$ cat src/rtl/i2c_slave_target.sv
// I2C slave target: answers to one 7-bit address, receives write bytes and
// returns read bytes from a host-supplied data port.
//
// Ports:
//   clk       system clock (at least 8x scl); all logic on its rising edge
//   reset     synchronous, active-high reset
//   scl_in    serial clock sampled from the pad
//   sda_in    serial data sampled from the pad
//   sda_oe    1 = pull sda low, 0 = release (open drain)
//   rx_data   last byte written by the master
//   rx_valid  one-clk pulse marking rx_data as new
//   tx_data   byte to return on a master read, captured while tx_req is high
//   tx_req    one-clk pulse; tx_data is loaded into the shifter at that edge
//   busy      high from an address-matched START until the next STOP/START
module i2c_slave_target #(
    parameter logic [6:0]  SLAVE_ADDR  = 7'h50,
    parameter int unsigned SYNC_STAGES = 2
) (
    input  logic       clk,
    input  logic       reset,
    input  logic       scl_in,
    input  logic       sda_in,
    output logic       sda_oe,
    output logic [7:0] rx_data,
    output logic       rx_valid,
    input  logic [7:0] tx_data,
    output logic       tx_req,
    output logic       busy
);

    typedef enum logic [2:0] {
        StIdle,
        StAddr,
        StAddrAck,
        StWrite,
        StWriteAck,
        StRead,
        StReadAck,
        StIgnore
    } state_e;

    // Synchronizers plus one extra registered copy for edge detection.
    logic [SYNC_STAGES-1:0] scl_sync_q, sda_sync_q;
    logic                   scl_prev_q, sda_prev_q;
    logic                   scl_s, sda_s;
    logic                   scl_rise, scl_fall, start_det, stop_det;

    state_e     state_q, state_d;
    logic [2:0] bit_cnt_q, bit_cnt_d;
    logic [7:0] shift_q, shift_d;
    logic       sda_oe_q, sda_oe_d;
    logic [7:0] rx_data_q, rx_data_d;
    logic       rx_valid_q, rx_valid_d;
    logic       busy_q, busy_d;
    logic       rw_q, rw_d;
    // Set on the scl rise of an acknowledge bit, so the following scl fall
    // is known to end that bit rather than to start it.
    logic       ack_seen_q, ack_seen_d;
    logic       tx_req_c;

    assign scl_s = scl_sync_q[SYNC_STAGES-1];
    assign sda_s = sda_sync_q[SYNC_STAGES-1];

    assign scl_rise  = scl_s & ~scl_prev_q;
    assign scl_fall  = ~scl_s & scl_prev_q;
    // scl must be high in both samples so an sda edge during an scl edge
    // is never mistaken for START/STOP.
    assign start_det = scl_s & scl_prev_q & sda_prev_q & ~sda_s;
    assign stop_det  = scl_s & scl_prev_q & ~sda_prev_q & sda_s;

    always_ff @(posedge clk) begin
        if (reset) begin
            scl_sync_q <= '1;
            sda_sync_q <= '1;
            scl_prev_q <= 1'b1;
            sda_prev_q <= 1'b1;
            state_q    <= StIdle;
            bit_cnt_q  <= 3'd0;
            shift_q    <= 8'h00;
            sda_oe_q   <= 1'b0;
            rx_data_q  <= 8'h00;
            rx_valid_q <= 1'b0;
            busy_q     <= 1'b0;
            rw_q       <= 1'b0;
            ack_seen_q <= 1'b0;
        end else begin
            scl_sync_q <= {scl_sync_q[SYNC_STAGES-2:0], scl_in};
            sda_sync_q <= {sda_sync_q[SYNC_STAGES-2:0], sda_in};
            scl_prev_q <= scl_s;
            sda_prev_q <= sda_s;
            state_q    <= state_d;
            bit_cnt_q  <= bit_cnt_d;
            shift_q    <= shift_d;
            sda_oe_q   <= sda_oe_d;
            rx_data_q  <= rx_data_d;
            rx_valid_q <= rx_valid_d;
            busy_q     <= busy_d;
            rw_q       <= rw_d;
            ack_seen_q <= ack_seen_d;
        end
    end

    always_comb begin
        state_d    = state_q;
        bit_cnt_d  = bit_cnt_q;
        shift_d    = shift_q;
        sda_oe_d   = sda_oe_q;
        rx_data_d  = rx_data_q;
        rx_valid_d = 1'b0;
        busy_d     = busy_q;
        rw_d       = rw_q;
        ack_seen_d = ack_seen_q;
        tx_req_c   = 1'b0;

        if (start_det) begin
            // Also covers repeated START: any partial byte is dropped.
            state_d    = StAddr;
            bit_cnt_d  = 3'd0;
            shift_d    = 8'h00;
            sda_oe_d   = 1'b0;
            busy_d     = 1'b0;
            ack_seen_d = 1'b0;
        end else if (stop_det) begin
            state_d    = StIdle;
            bit_cnt_d  = 3'd0;
            sda_oe_d   = 1'b0;
            busy_d     = 1'b0;
            ack_seen_d = 1'b0;
        end else begin
            unique case (state_q)
                StIdle: begin
                    sda_oe_d = 1'b0;
                end

                StAddr: begin
                    if (scl_rise) begin
                        shift_d   = {shift_q[6:0], sda_s};
                        bit_cnt_d = bit_cnt_q + 3'd1;
                        if (bit_cnt_q == 3'd7) begin
                            // shift_q[6:0] holds the 7 address bits; sda_s is R/W.
                            if (shift_q[6:0] == SLAVE_ADDR) begin
                                state_d    = StAddrAck;
                                rw_d       = sda_s;
                                busy_d     = 1'b1;
                                ack_seen_d = 1'b0;
                            end else begin
                                state_d = StIgnore;
                            end
                        end
                    end
                end

                StAddrAck: begin
                    if (scl_fall) begin
                        if (!ack_seen_q) begin
                            sda_oe_d = 1'b1;
                        end else begin
                            ack_seen_d = 1'b0;
                            bit_cnt_d  = 3'd0;
                            if (rw_q) begin
                                tx_req_c = 1'b1;
                                shift_d  = tx_data;
                                sda_oe_d = ~tx_data[7];
                                state_d  = StRead;
                            end else begin
                                sda_oe_d = 1'b0;
                                state_d  = StWrite;
                            end
                        end
                    end else if (scl_rise) begin
                        ack_seen_d = 1'b1;
                    end
                end

                StWrite: begin
                    if (scl_rise) begin
                        shift_d   = {shift_q[6:0], sda_s};
                        bit_cnt_d = bit_cnt_q + 3'd1;
                        if (bit_cnt_q == 3'd7) begin
                            rx_data_d  = {shift_q[6:0], sda_s};
                            rx_valid_d = 1'b1;
                            ack_seen_d = 1'b0;
                            state_d    = StWriteAck;
                        end
                    end
                end

                StWriteAck: begin
                    if (scl_fall) begin
                        if (!ack_seen_q) begin
                            sda_oe_d = 1'b1;
                        end else begin
                            sda_oe_d   = 1'b0;
                            ack_seen_d = 1'b0;
                            bit_cnt_d  = 3'd0;
                            state_d    = StWrite;
                        end
                    end else if (scl_rise) begin
                        ack_seen_d = 1'b1;
                    end
                end

                StRead: begin
                    if (scl_rise) begin
                        bit_cnt_d = bit_cnt_q + 3'd1;
                        if (bit_cnt_q == 3'd7) begin
                            ack_seen_d = 1'b0;
                            state_d    = StReadAck;
                        end
                    end else if (scl_fall) begin
                        // Present the next bit; shift_q[7] is the bit just sent.
                        shift_d  = {shift_q[6:0], 1'b0};
                        sda_oe_d = ~shift_q[6];
                    end
                end

                StReadAck: begin
                    if (scl_fall) begin
                        if (!ack_seen_q) begin
                            sda_oe_d = 1'b0;
                        end else begin
                            tx_req_c   = 1'b1;
                            shift_d    = tx_data;
                            sda_oe_d   = ~tx_data[7];
                            ack_seen_d = 1'b0;
                            bit_cnt_d  = 3'd0;
                            state_d    = StRead;
                        end
                    end else if (scl_rise) begin
                        if (sda_s) begin
                            state_d = StIgnore;
                        end else begin
                            ack_seen_d = 1'b1;
                        end
                    end
                end

                StIgnore: begin
                    sda_oe_d = 1'b0;
                end

                default: begin
                    state_d  = StIdle;
                    sda_oe_d = 1'b0;
                end
            endcase
        end
    end

    assign sda_oe   = sda_oe_q;
    assign rx_data  = rx_data_q;
    assign rx_valid = rx_valid_q;
    assign tx_req   = tx_req_c;
    assign busy     = busy_q;

endmodule

$ cat config.mk
export PLATFORM = sky130hd
export DESIGN_NAME = i2c_slave_target
export DESIGN_NICKNAME = d
export VERILOG_FILES = /design/src/rtl/i2c_slave_target.sv
export SDC_FILE = /design/constraint.sdc
export NUM_CORES = 1
export LEC_CHECK = 0
export CAP_MARGIN = 20
export CORE_MARGIN = 1
export CORE_UTILIZATION = 45
export DETAILED_ROUTE_END_ITERATION = 12
export DONT_BUFFER_PORTS = 1
export PLACE_DENSITY = 0.6
export SETUP_SLACK_MARGIN = 0.05
export SYNTH_ARGS = -nofsm -noshare
export SYNTH_HDL_FRONTEND = slang
export SYNTH_SLANG_ARGS = --single-unit
$ cat constraint.sdc
create_clock -name clk -period 4.8 [get_ports clk]
set_clock_uncertainty 0.05 [all_clocks]
set_input_delay 0.96 -clock clk [delete_from_list [all_inputs] [get_ports clk]]
set_output_delay 0.96 -clock clk [all_outputs]
set_load 0.01 [all_outputs]
==> results of run 1 <==
logic make-up after synthesis:
group,after synthesis,synth area share
buffers and inverters,19,0.0644
DFF,32,0.384
muxes,18,0.109
xor gates and xnor gates,2,0.0105
adders and majority gates,5,0.0375
and+or+nand+nor,75,0.233
AOI/OAI and AO/OA,37,0.163
Yosys cell counts (3+ instances only):
| master | instances | area share |
|---|---|---|
| a211oi_1 | 7 | 0.031 |
| a21oi_1 | 8 | 0.024 |
| buf_2 | 3 | 0.0090 |
| buf_6 | 3 | 0.020 |
| clkbuf_1 | 5 | 0.011 |
| dfxtp_1 | 32 | 0.38 |
| ha_1 | 5 | 0.037 |
| inv_1 | 7 | 0.016 |
| mux2i_1 | 17 | 0.10 |
| nand2_1 | 10 | 0.022 |
| nand3_1 | 3 | 0.0090 |
| nand4_1 | 4 | 0.015 |
| nor2_1 | 31 | 0.070 |
| nor3_1 | 4 | 0.012 |
| o21ai_0 | 5 | 0.015 |
| or2_1 | 3 | 0.011 |
| or2_2 | 6 | 0.022 |
sequential cells by signal, summed over array words and instances (netlist names):
name	flops
state_q	3
rx_data	8
ack_seen_q	1
rw_q	1
rx_valid	1
sda_prev_q	1
sda_oe	1
scl_sync_q	2
sda_sync_q	2
shift_q	7
bit_cnt_q	3
busy	1
scl_prev_q	1
metrics by stage:
step	hold slack, ns	instances	util
after floorplan	0.339	188	-
after global placement	0.353	222	0.478
after detailed placement	0.357	222	0.478
after CTS	0.378	230	0.515
after global routing	0.387	230	0.515
final	0.373	230	0.515
report_power, final:
| part | switching, µW | total, µW | internal, µW |
|---|---|---|---|
| clock network | 96.5 | 280 | 183 |
| registers | 68.1 | 355 | 287 |
| logic | 130 | 245 | 115 |
| total | 295 | 880 | 585 |
path summary, 6_finish.rpt:
| check | depth (start not counted) | start | endpoint | slack (ns) |
|---|---|---|---|---|
| setup / recovery | 3 | state_q[2]$_SDFFE_PP0P_ | tx_req | 1.95 |
| hold reg to reg | 1 | scl_sync_q[0]$_SDFF_PP1_ | scl_sync_q[1]$_SDFF_PP1_ | 0.37 |
| hold / removal | 1 | scl_sync_q[0]$_SDFF_PP1_ | scl_sync_q[1]$_SDFF_PP1_ | 0.37 |
| setup reg to reg | 5 | state_q[1]$_SDFFE_PP0P_ | state_q[0]$_SDFFE_PP0P_ | 2.53 |
area by class of cell:
cell class                      instances  share of cell area
Clock inverter                          1              0.0169
Inverter                                7              0.0148
Sequential cell                        32               0.361
Multi-Input combinational cell        137               0.520
Clock buffer                            7              0.0543
Tap cell                               46              0.0325
metal layers:
metal,global-route usage,part of all wire,up-vias
met5,0,0,-
met4,0.0872,0.017,0
met3,0.0566,0.048,6
met2,0.284,0.44,32
met1,0.234,0.49,600
li1,-,-,652
==> results.toml, run 1 <==
[run_status]
outcome = "finished clean"

[grt]
grt_max_degree = 24
grt_pass1_vias = 1246
antenna_found_initial = 0
grt_pass1_wl_mm = 5.74
grt_overflow = 0
grt_use_total = 0.185

[clock_network]
cts_hold_buf = 0
htreeDepth = 2
cts_max_path_buffers = 2
clk_latency_ns = 0.28
cts-resized-gates = 0
cts_buffers = 5
cts_tree = "yes"
root_buffer = "clkbuf_8"
cts_setup_buffers = 0
clk_pin_slew_worst_paths_ns = 0.07
clock-sinks = 32

[run]
drv_cap = 0

[timing]
timing.fmax_mhz = 351
min_period_ns = 2.85
fin_tns_setup_ns = 0
fin_crit_sh = 0.593
setup_viol = 0
hold_viol = 0
worst_pin_slew_ns = 0.684
rsz0062_at_grt = "no"
slew_headroom = 0.543
slew_violations = 0
setup_ws_ns = 1.95

[critical_path]
crit_path_start_kind = "flip-flop"
path_buf_inv = 0
slowest_delay_ns = 0.66
path_class = "flip-flop to primary output"
worstPathMaxFanout = 18
crit_family = "simple AND/OR/NAND/NOR gates"
endpoint_kind = "primary output"
worst_path_most_repeated_cell = "nor2_1"
worstPathCellList = "nor2_1, or4b_4, nor2_1"
cp.required_ns = 3.79
arrival_ns = 1.84
crit_slowest_cell = "dfxtp_1"

[floorplanning]
core_area_mm2 = 0.00344
die_area_mm2 = 0.00396
io_pins = 24
die_w_um = 62.9
fp.dieH_um = 62.9
initial_utilization = 0.485
num_rows = 21

[power_and_ir_drop]
total_power_uw = 880
max-vdd-ir-drop_mv = 0.229
leakage_uw = 0.000666
pwr_density_cell_mw_per_mm2 = 496

[detailed_routing]
finalWirelength_mm = 3.34
ant_nets = 0
drcViolationCount = 0
via_count = 1290
routedWlPerCell_um = 14.5
via_per_inst = 5.61
firstDrtPassIters = 4
drtIter0Drc = 72

[yosys]
synth_edf_count = 0
ys.flop_type = "dfxtp_1"
netlist_area_mm2 = 0.00167
ys_seq_area_frac = 0.384
syn_nets = 205
synthCells = 188
synth_warnings = 0
ys_ff_latch = 32
synth.avg_cell_area_um2 = 8.88
async_flop_share = 0
ys_types = 49

[placement]
dp_hpwl_mm = 2.44
port-buffer-count = 0
pre_cts_slack_ns = 2.25
placed_area_mm2 = 0.00165
place.gp.congestion = 0.842

[min_path]
hold_path.class = "flip-flop to flip-flop"

[finish]
final_area_mm2 = 0.00177
n_antenna_cell = 0
layout_common_cells = "dfxtp_1 (32), nor2_1 (31), mux2i_1 (17)"
multi_input_area_um2 = 922
drive_gt1_frac = 0.130
layout.nets = 200
fillers = 329
seq_area_um2 = 641
area_delta_synth_final_pct = 6.14
final_common_cell = "dfxtp_1"
Note: power is estimated with default switching activity, not from simulation.
==> inputs of run 2 (changes only) <==
PLACE_DENSITY = 0.62   (was 0.6)
clock period = 2.42 ns   (was 4.8 ns; I/O delays follow)
==> results.toml, run 2 (same netlist as run 1, synthesis figures left out) <==
[detailed_routing]
via_count = 1292
drtIter0Drc = 72
ant_nets = 0
drcViolationCount = 0
via_per_inst = 5.52
firstDrtPassIters = 4
finalWirelength_mm = 3.54
routedWlPerCell_um = 15.1

[timing]
hold_viol = 0
slew_violations = 0
timing.fmax_mhz = 444
setup_viol = 0
worst_pin_slew_ns = 0.594
rsz0062_at_grt = "no"
setup_ws_ns = 0.167
slew_headroom = 0.603
min_period_ns = 2.25
fin_tns_setup_ns = 0
fin_crit_sh = 0.931

[critical_path]
arrival_ns = 1.72
path_class = "flip-flop to primary output"
cp.required_ns = 1.89
r2r_end = "shift_q[1]$_SDFFE_PP0P_"
reg2regPathDepth = 7
rrSetupSlack_ns = 0.36
timing.rr.start = "scl_sync_q[1]$_SDFF_PP1_"
worstPathMaxFanout = 7
endpoint_kind = "primary output"
crit_path_start_kind = "flip-flop"

[placement]
dp_hpwl_mm = 2.59
dp.cells = 226
place.gp.congestion = 0.917
pre_cts_slack_ns = 0.330
port-buffer-count = 0
placed_area_mm2 = 0.00168

[finish]
drive_gt1_frac = 0.160
finalNonFillerCells = 234
fillers = 326
final_common_cell = "dfxtp_1"
layout.nets = 204
n_antenna_cell = 0
layout_common_cells = "dfxtp_1 (32), nor2_1 (30), mux2i_1 (17)"
final_area_mm2 = 0.00181
area_delta_synth_final_pct = 8.24
largest_reg_flops = 8

[clock_network]
root_buffer = "clkbuf_8"
clock-sinks = 32
htreeDepth = 2
cts_buffers = 5
clk_pin_slew_worst_paths_ns = 0.07
cts_max_path_buffers = 2
clk_latency_ns = 0.28
cts_tree = "yes"

[floorplanning]
die_area_mm2 = 0.00396
io_pins = 24
die_w_um = 62.9
initial_utilization = 0.485
fp.dieH_um = 62.9
core_area_mm2 = 0.00344
num_rows = 21

[min_path]
min-delay-start = "reset"
holdPathEnd = "rx_data[1]$_SDFFE_PP0P_"
min_path_cells = 1
hold_path.class = "primary input to flip-flop"

[run_status]
outcome = "finished clean"

[grt]
grt_pass1_vias = 1301
antenna_found_initial = 0
grt_pass1_wl_mm = 6.11
grt_overflow = 0
grt_max_degree = 19
grt_use_total = 0.198

[power_and_ir_drop]
pwr_density_cell_mw_per_mm2 = 992
leakage_uw = 0.000685
max-vdd-ir-drop_mv = 0.398

[run]
drv_cap = 0
## run 2: cell count changes in the layout (fill, tap and decap cells not counted), sizes merged
cell,change
buf,+4
## run 2: layout make-up
| cell class | count | area, µm² | share of cell area |
|---|---|---|---|
| Tap cell | 46 | 57.6 | 0.0318 |
| Timing Repair Buffer | 4 | 30.0 | 0.0166 |
| Clock inverter | 1 | 30.0 | 0.0166 |
| Sequential cell | 32 | 641 | 0.354 |
| Clock buffer | 7 | 96.3 | 0.0533 |
| Multi-Input combinational cell | 137 | 927 | 0.513 |
| Inverter | 7 | 26.3 | 0.0145 |
## run 2: power breakdown
part	internal, µW	switching [µW]
logic	262	332
clock network	363	194
registers	570	73.0
total	1200	599
## run 2: critical path, cell delays in order, from the launching register on
cell	delay, ns
dfxtp_1	0.34
inv_1	0.07
ha_2	0.25
nand2_2	0.09
or4b_4	0.52
nor2_2	0.17
## run 2: repair_timing
item | 4_1_cts | 5_1_grt
hold buffers | 0 | 0
setup endpoints to repair | 1 | 1
setup buffers | 0 | 0
gates resized for setup | 1 | 1
## run 2: worst max path at each step
stage	startpoint	end	slack (ns)	cells after the start
after global routing	scl_sync_q[1]$_SDFF_PP1_	tx_req	0.06	5
after floorplan	scl_sync_q[1]$_SDFF_PP1_	tx_req	0.51	5
after CTS	scl_sync_q[1]$_SDFF_PP1_	tx_req	0.10	5
after detailed placement	scl_sync_q[1]$_SDFF_PP1_	shift_q[3]$_SDFFE_PP0P_	0.33	7
after global placement	scl_sync_q[1]$_SDFF_PP1_	tx_req	0.41	5
final	scl_sync_q[1]$_SDFF_PP1_	tx_req	0.17	5
## run 2: stage by stage
stage	util	hold WS, ns	total power [µW]
finish	0.525	0.214	1790
global route	0.525	0.202	1910
CTS	0.525	0.208	1800
detailed placement	0.487	0.346	1240
global placement	0.487	0.349	1230
floorplan	-	0.339	1150
## run 2: per-layer routing
metal,wire [µm],GRT usage,vias to the layer above,share of wire
met2,1600,0.315,25,0.45
li1,-,-,655,-
met5,0,0,-,0
met1,1710,0.241,605,0.48
met4,65,0.0988,0,0.018
met3,165,0.0602,7,0.047
